`src/rtl/seq_scan_pkg.sv`:
```
// Shared definitions for the serial scan controller and its pattern detector.
package seq_scan_pkg;

  localparam int unsigned PAT_W = 4;
  localparam logic [PAT_W-1:0] RST_PATTERN = 4'b1001;

  typedef enum logic [1:0] {
    IDLE,
    SHIFT,
    FLUSH,
    REPORT
  } state_t;

endpackage

```
`src/rtl/seq_scan_ctrl_if.sv`:
```
// Word-in / result-out handshakes plus configuration and status of the scan controller.
interface seq_scan_ctrl_if #(
  parameter int unsigned WORD_W = 8,
  parameter int unsigned CNT_W  = 8
);
  import seq_scan_pkg::*;

  logic              cfg_we;
  logic [PAT_W-1:0]  cfg_pattern;
  logic              in_valid;
  logic              in_ready;
  logic [WORD_W-1:0] in_data;
  logic              in_last;
  logic              res_valid;
  logic              res_ready;
  logic [CNT_W-1:0]  res_count;
  logic              match;
  logic              busy;

  modport master (
    output cfg_we, cfg_pattern, in_valid, in_data, in_last, res_ready,
    input  in_ready, res_valid, res_count, match, busy
  );

  modport slave (
    input  cfg_we, cfg_pattern, in_valid, in_data, in_last, res_ready,
    output in_ready, res_valid, res_count, match, busy
  );

endinterface

```
`src/rtl/seq_pat_detect.sv`:
```
// Programmable overlapping Moore detector: flags when the last PAT_W bits equal the pattern.
module seq_pat_detect #(
  parameter int unsigned PAT_W = seq_scan_pkg::PAT_W
) (
  input  logic             clock,
  input  logic             reset,
  input  logic             clr,
  input  logic             bit_valid,
  input  logic             bit_in,
  input  logic [PAT_W-1:0] pattern,
  output logic             match
);

  localparam int unsigned FILL_W = $clog2(PAT_W + 1);
  localparam logic [FILL_W-1:0] FILL_FULL = FILL_W'(PAT_W);
  localparam logic [FILL_W-1:0] FILL_PRE  = FILL_W'(PAT_W - 1);

  logic [PAT_W-1:0]  hist;
  logic [FILL_W-1:0] fill;
  logic [PAT_W-1:0]  next_hist;

  assign next_hist = {hist[PAT_W-2:0], bit_in};

  // History/fill tracking; match registers the comparison including the incoming bit.
  always_ff @(posedge clock) begin
    if (reset || clr) begin
      hist  <= '0;
      fill  <= '0;
      match <= 1'b0;
    end else begin
      match <= 1'b0;
      if (bit_valid) begin
        hist <= next_hist;
        if (fill != FILL_FULL) begin
          fill <= fill + 1'b1;
        end
        match <= (fill >= FILL_PRE) && (next_hist == pattern);
      end
    end
  end

endmodule

```
`src/rtl/seq_scan_ctrl.sv`:
```
// Accepts words, shifts them MSB-first into the pattern detector and reports per-frame match counts.
module seq_scan_ctrl #(
  parameter int unsigned      WORD_W      = 8,
  parameter int unsigned      CNT_W       = 8,
  parameter int unsigned      PAT_W       = seq_scan_pkg::PAT_W,
  parameter logic [PAT_W-1:0] RST_PATTERN = seq_scan_pkg::RST_PATTERN
) (
  input logic           clock,
  input logic           reset,
  seq_scan_ctrl_if.slave bus
);
  import seq_scan_pkg::*;

  localparam int unsigned BC_W = $clog2(WORD_W);
  localparam logic [BC_W-1:0] LAST_BIT = BC_W'(WORD_W - 1);

  state_t            state;
  logic [PAT_W-1:0]  pattern;
  logic [WORD_W-1:0] shreg;
  logic [BC_W-1:0]   bitcnt;
  logic              last_flag;
  logic              in_ready_q;
  logic              busy_q;
  logic              res_valid_q;
  logic [CNT_W-1:0]  count;
  logic              det_match;
  logic              clr;

  // Result handshake empties the frame: counter and detector history restart together.
  assign clr = (state == REPORT) && bus.res_ready;

  seq_pat_detect #(
    .PAT_W (PAT_W)
  ) u_det (
    .clock     (clock),
    .reset     (reset),
    .clr       (clr),
    .bit_valid (state == SHIFT),
    .bit_in    (shreg[WORD_W-1]),
    .pattern   (pattern),
    .match     (det_match)
  );

  // Controller FSM with shifter, pattern register and registered status outputs.
  always_ff @(posedge clock) begin
    if (reset) begin
      state       <= IDLE;
      pattern     <= RST_PATTERN;
      shreg       <= '0;
      bitcnt      <= '0;
      last_flag   <= 1'b0;
      in_ready_q  <= 1'b1;
      busy_q      <= 1'b0;
      res_valid_q <= 1'b0;
    end else begin
      case (state)
        IDLE: begin
          if (bus.cfg_we) begin
            pattern <= bus.cfg_pattern;
          end
          if (bus.in_valid) begin
            shreg      <= bus.in_data;
            last_flag  <= bus.in_last;
            bitcnt     <= '0;
            state      <= SHIFT;
            in_ready_q <= 1'b0;
            busy_q     <= 1'b1;
          end
        end
        SHIFT: begin
          shreg  <= {shreg[WORD_W-2:0], 1'b0};
          bitcnt <= bitcnt + 1'b1;
          if (bitcnt == LAST_BIT) begin
            if (last_flag) begin
              state <= FLUSH;
            end else begin
              state      <= IDLE;
              in_ready_q <= 1'b1;
              busy_q     <= 1'b0;
            end
          end
        end
        FLUSH: begin
          state       <= REPORT;
          res_valid_q <= 1'b1;
        end
        REPORT: begin
          if (bus.res_ready) begin
            state       <= IDLE;
            res_valid_q <= 1'b0;
            in_ready_q  <= 1'b1;
            busy_q      <= 1'b0;
          end
        end
        default: begin
          state       <= IDLE;
          in_ready_q  <= 1'b1;
          busy_q      <= 1'b0;
          res_valid_q <= 1'b0;
        end
      endcase
    end
  end

  // Saturating frame match counter; counts in any state so a last-bit match landing in IDLE/FLUSH is kept.
  always_ff @(posedge clock) begin
    if (reset || clr) begin
      count <= '0;
    end else if (det_match && (count != '1)) begin
      count <= count + 1'b1;
    end
  end

  assign bus.in_ready  = in_ready_q;
  assign bus.busy      = busy_q;
  assign bus.res_valid = res_valid_q;
  assign bus.res_count = count;
  assign bus.match     = det_match;

endmodule

```
`src/flat_wrapper.sv`:
```
// flat-port wrapper written by rule: the top's interface ports become plain ports
module seq_scan_ctrl_flat import seq_scan_pkg::*;
#(
  parameter int unsigned      WORD_W      = 8,
  parameter int unsigned      CNT_W       = 8,
  parameter int unsigned      PAT_W       = seq_scan_pkg::PAT_W,
  parameter logic [PAT_W-1:0] RST_PATTERN = seq_scan_pkg::RST_PATTERN
)
  (clock, reset, bus_cfg_we, bus_cfg_pattern, bus_in_valid, bus_in_data, bus_in_last, bus_res_ready, bus_in_ready, bus_res_valid, bus_res_count, bus_match, bus_busy);
  seq_scan_ctrl_if #(.WORD_W(WORD_W), .CNT_W(CNT_W)) bus_i ();
  input logic clock;
  input logic reset;
  input wire logic [$bits(bus_i.cfg_we)-1:0] bus_cfg_we;
  input wire logic [$bits(bus_i.cfg_pattern)-1:0] bus_cfg_pattern;
  input wire logic [$bits(bus_i.in_valid)-1:0] bus_in_valid;
  input wire logic [$bits(bus_i.in_data)-1:0] bus_in_data;
  input wire logic [$bits(bus_i.in_last)-1:0] bus_in_last;
  input wire logic [$bits(bus_i.res_ready)-1:0] bus_res_ready;
  output wire logic [$bits(bus_i.in_ready)-1:0] bus_in_ready;
  output wire logic [$bits(bus_i.res_valid)-1:0] bus_res_valid;
  output wire logic [$bits(bus_i.res_count)-1:0] bus_res_count;
  output wire logic [$bits(bus_i.match)-1:0] bus_match;
  output wire logic [$bits(bus_i.busy)-1:0] bus_busy;
  assign bus_i.cfg_we = bus_cfg_we;
  assign bus_i.cfg_pattern = bus_cfg_pattern;
  assign bus_i.in_valid = bus_in_valid;
  assign bus_i.in_data = bus_in_data;
  assign bus_i.in_last = bus_in_last;
  assign bus_i.res_ready = bus_res_ready;
  assign bus_in_ready = bus_i.in_ready;
  assign bus_res_valid = bus_i.res_valid;
  assign bus_res_count = bus_i.res_count;
  assign bus_match = bus_i.match;
  assign bus_busy = bus_i.busy;
  seq_scan_ctrl #(.WORD_W(WORD_W), .CNT_W(CNT_W), .PAT_W(PAT_W), .RST_PATTERN(RST_PATTERN)) u_core (.clock(clock), .reset(reset), .bus(bus_i));
endmodule
```
`config.mk`:
```
export PLATFORM = sky130hd
export DESIGN_NAME = seq_scan_ctrl_flat
export DESIGN_NICKNAME = d
export VERILOG_FILES = /design/src/rtl/seq_scan_pkg.sv /design/src/rtl/seq_scan_ctrl_if.sv /design/src/rtl/seq_pat_detect.sv /design/src/rtl/seq_scan_ctrl.sv /design/src/flat_wrapper.sv
export SDC_FILE = /design/constraint.sdc
export NUM_CORES = 1
export LEC_CHECK = 0
export ABC_AREA = 1
export ABC_CLOCK_PERIOD_IN_PS = 1300
export CAP_MARGIN = 20
export CORE_MARGIN = 5
export CORE_UTILIZATION = 35
export CTS_CLUSTER_SIZE = 30
export DETAILED_ROUTE_END_ITERATION = 6
export DONT_BUFFER_PORTS = 1
export PLACE_DENSITY = 0.54
export SLEW_MARGIN = 10
export SYNTH_ARGS = -nofsm -noshare
export SYNTH_HDL_FRONTEND = slang
export SYNTH_SLANG_ARGS = --single-unit
export TNS_END_PERCENT = 30
```
`constraint.sdc`:
```
create_clock -name clock -period 1.3 [get_ports clock]
set_input_delay 0 -clock clock [delete_from_list [all_inputs] [get_ports clock]]
set_output_delay 0 -clock clock [all_outputs]
set_load 0.01 [all_outputs]
```
==> flow_summary_export.csv <==
group,metric,value,unit
logic_synthesis,synth-compound-area-share,0.151,
critical_path,end_kind,"flip-flop",
logic_synthesis,netlist_area,1740,sq um
timing,report.final.slew_viol_count,0,
clocking,clk_pin_slew_worst_paths,0.07,ns
floorplan,die_w,80.4,microns
logic_synthesis,synthCells,226,
global_route,grt.overflow.total,0,
finish,drive_gt1_frac,0.198,
critical_path,cp_cell_sequence,"ha_1, ha_1, inv_1, o21ai_2, a21oi_2, o21ai_0, inv_1",
finish,fin_util,0.461,
logic_synthesis,ys_ff_latch,36,
logic_synthesis,syn_nets,250,
logic_synthesis,synth-seq-area-share,0.415,
logic_synthesis,yosysTopAreaCell,"dfxtp_1",
floorplan,die_y,80.4,microns
finish,synthToLayoutAreaGrowth,26.2,%
critical_path,worst-path-buf-inv,2,
logic_synthesis,synthAdderAreaFrac,0.0433,
min_path,worstHoldPathType,"in -> reg",
global_route,grt_use_total,0.130,
global_route,grt_pass1_wl,6430,microns
power,peakVddDrop,0.561,mV
critical_path,slowest_delay,0.33,ns
flow_run,drv_cap,0,
logic_synthesis,synth_top_family_by_area,"simple AND/OR/NAND/NOR gates",
min_path,min_from,"bus_in_valid",
power,p_leak,0.963,nW
global_route,grt_max_degree,17,
timing,rsz0062_at_grt,"true",
floorplan,num_io_pins,30,
clocking,h-tree-depth,2,
timing,fin_crit_sh,0.939,
floorplan,die_area,6470,sq um
power,p_per_area,1020,nW/um^2
critical_path,cp_top_family,"adder cells",
routing,ant_nets,0,
logic_synthesis,synthTopCellsByArea,"dfxtp_1 42%, nand2_1 13%, inv_1 4.8%, a21oi_1 4.3%, ha_1 4.3%",
logic_synthesis,synth_xor_area_frac,0.0151,
global_route,grt_pass1_vias,1401,
timing,layout_setup_ws,0.0791,ns
global_route,grt.busiest_layer,"met2",
status,status,"completed",
placement,hpwl,2750,microns
finish,nets,287,
critical_path,crit_required,1.53,ns
global_route,met1_usage,0.156,
critical_path,crit_type,"reg -> reg",
clocking,cts_sinks,36,
floorplan,coreArea,4750,sq um
routing,wl,3830,microns
timing,fmax,0.819,GHz
logic_synthesis,async_flop_share,0,
critical_path,reg2reg_depth,7,
logic_synthesis,avgSynthCellArea,7.68,sq um
critical_path,slowest_stage,"dfxtp_1",
timing,maxSlewHeadroom,0.683,
floorplan,start_util,0.365,
logic_synthesis,yosysMostFrequentCell,"nand2_1",
critical_path,crit_path_start_kind,"flip-flop",
critical_path,cp_max_fo,4,
finish,insertedDiodeCount,0,
routing,drc,0,
timing,worst_pin_slew,0.474,ns
timing,min_period,1.22,ns
placement,gp_congestion,0.793,
global_route,globalRouteMet2Util,0.201,
global_route,antenna_found_initial,0,
placement,port_buffers,0,
routing,via_per_inst,4.76,
logic_synthesis,synth_common_cells,"60 x nand2_1, 36 x dfxtp_1, 22 x inv_1, 17 x nor2_1, 15 x a21oi_1",
finish,fillerInstances,505,
timing,timing_hold_violations_final,0,
clocking,root_buffer,"clkbuf_8",
min_path,hold_end,"u_core.last_flag",
routing,wire_per_inst,11.6,microns
min_path,hold_depth,3,
timing,finalSetupViolCount,0,
clocking,cts_tree,"built",
routing,vias,1572,
global_route,grt_use_met3,0.0504,
routing,drtIter0Drc,63,
floorplan,row_count,25,
logic_synthesis,synth_edf_count,0,
clocking,clock_latency,0.29,ns
logic_synthesis,synth-simple-area-share,0.294,
routing,first_pass_iters,4,
placement,dp_slack,-0.0268,ns
critical_path,ff2ff_setup_slack,0.08,ns
logic_synthesis,synth_top_area_share,0.415,
logic_synthesis,synth.area.mux_share,0,
clocking,cts_buffer_depth,2,
logic_synthesis,synth_ff_type,"dfxtp_1",
critical_path,r2r_start,"u_core.bitcnt[0]",
critical_path,arrival,1.45,ns
logic_synthesis,yosys.cell_types.count,30,
clocking,cts_buffers,5,
timing,fin_skew,0.00623,ns
logic_synthesis,yosys_warnings,0,
## area by class of cell
cell class / count / area [sq um] / area share
flip-flops and latches: 36 / 728 / 0.332
well taps: 67 / 83.8 / 0.0383
inverters: 25 / 98.8 / 0.0451
multi-input cells: 161 / 905 / 0.413
clock buffers: 6 / 72.6 / 0.0331
repair buffers: 34 / 298 / 0.136
clock inverters: 1 / 5.00 / 0.00228
## worst min-delay path, stage by stage
cell and delay, ns:
nand2_2 0.11, o21ai_0 0.09, nor2_1 0.08
## registers in the layout, summed over array words and instances, names as in the netlist, named ones only
name and flops:
u_core.bitcnt 3, u_core.bus.busy 1, u_core.bus.in_ready 1, u_core.bus.res_count 8
u_core.bus.res_valid 1, u_core.last_flag 1, u_core.pattern 4, u_core.shreg 8
u_core.state 1, u_core.u_det.fill 3, u_core.u_det.hist 3, u_core.u_det.match 1
## metal layers
metal,share of wire,up-vias
met5,0,-
met4,0.027,0
met3,0.067,11
met2,0.47,35
met1,0.44,710
li1,-,816
## where the power goes
| group | leakage (nW) | internal [mW] | switching (mW) |
|---|---|---|---|
| Combinational | 0.624 | 0.129 | 0.151 |
| Sequential | 0.298 | 1.17 | 0.0450 |
| Clock | 0.0410 | 0.364 | 0.370 |
| Total | 0.963 | 1.66 | 0.566 |
## cells in the final DEF (no fill, tap or decap)
cell	instances
nand2_1	59
dfxtp_1	30
inv_1	22
dlygate4sd3_1	17
buf_4	17
a21oi_1	15
nor2_1	15
nand3_1	14
o21ai_0	8
o211a_1	7
nand4_1	6
dfxtp_2	6
ha_1	5
clkbuf_8	5
nand2_2	4
nand2_4	4
nor2_2	3
xnor2_1	3
a21oi_2	3
inv_2	2
o211ai_1	2
o21ai_1	2
nor3_1	2
nor2_4	1
nand3b_1	1
inv_6	1
nand3_2	1
or2_2	1
o2111ai_1	1
a22oi_1	1
o21ai_2	1
nor3_2	1
ha_4	1
clkbuf_1	1
clkinv_2	1
## how the worst max path moves through the flow
| stage | start | to | slack, ns | cells past startpoint |
|---|---|---|---|---|
| 6_report | u_core.bitcnt[0] | flip-flop | 0.08 | 7 |
| 5_1_grt | u_core.bitcnt[0] | flip-flop | -0.02 | 7 |
| 4_1_cts | u_core.bus.res_count[2] | u_core.bus.res_count[2] | 0.02 | 8 |
| 3_5_place_dp | u_core.bus.res_count[2] | u_core.bus.res_count[6] | -0.03 | 6 |
| 3_3_place_gp | u_core.bus.res_count[2] | u_core.bus.res_count[6] | 0.05 | 6 |
| 2_1_floorplan | u_core.bus.res_count[1] | u_core.bus.res_count[7] | 0.008 | 8 |
## timing repair
item	4_1_cts	5_1_grt
hold endpoints to repair	23	0
resized for setup	1	11
setup endpoints to repair	1	15
buffers inserted	0	2
cloned	0	1
hold buffers	17	0
pin swaps	0	2
## per-stage QoR
| stage | TNS, ns | hold WS [ns] | power (mW) | instances | area (sq um) |
|---|---|---|---|---|---|
| final | 0 | 0.0233 | 2.23 | 330 | 2190 |
| after global routing | -0.0460 | 0.0539 | 2.38 | 330 | 2190 |
| after CTS | 0 | 0.0262 | 2.25 | 327 | 2140 |
| after detailed placement | -0.0268 | 0.0726 | 1.47 | 303 | 1890 |
| after global placement | 0 | 0.0717 | 1.47 | 303 | 1890 |
| after floorplan | 0 | 0.0691 | 1.43 | 226 | 1740 |
## cells by family after synthesis
group,after synthesis
AND/OR/NAND/NOR,111
AO/OA/AOI/OAI,40
flip-flops,36
buffers and inverters,30
adder cells (fa/ha/maj),6
XOR/XNOR,3
Note: power is estimated with default switching activity, not from simulation.
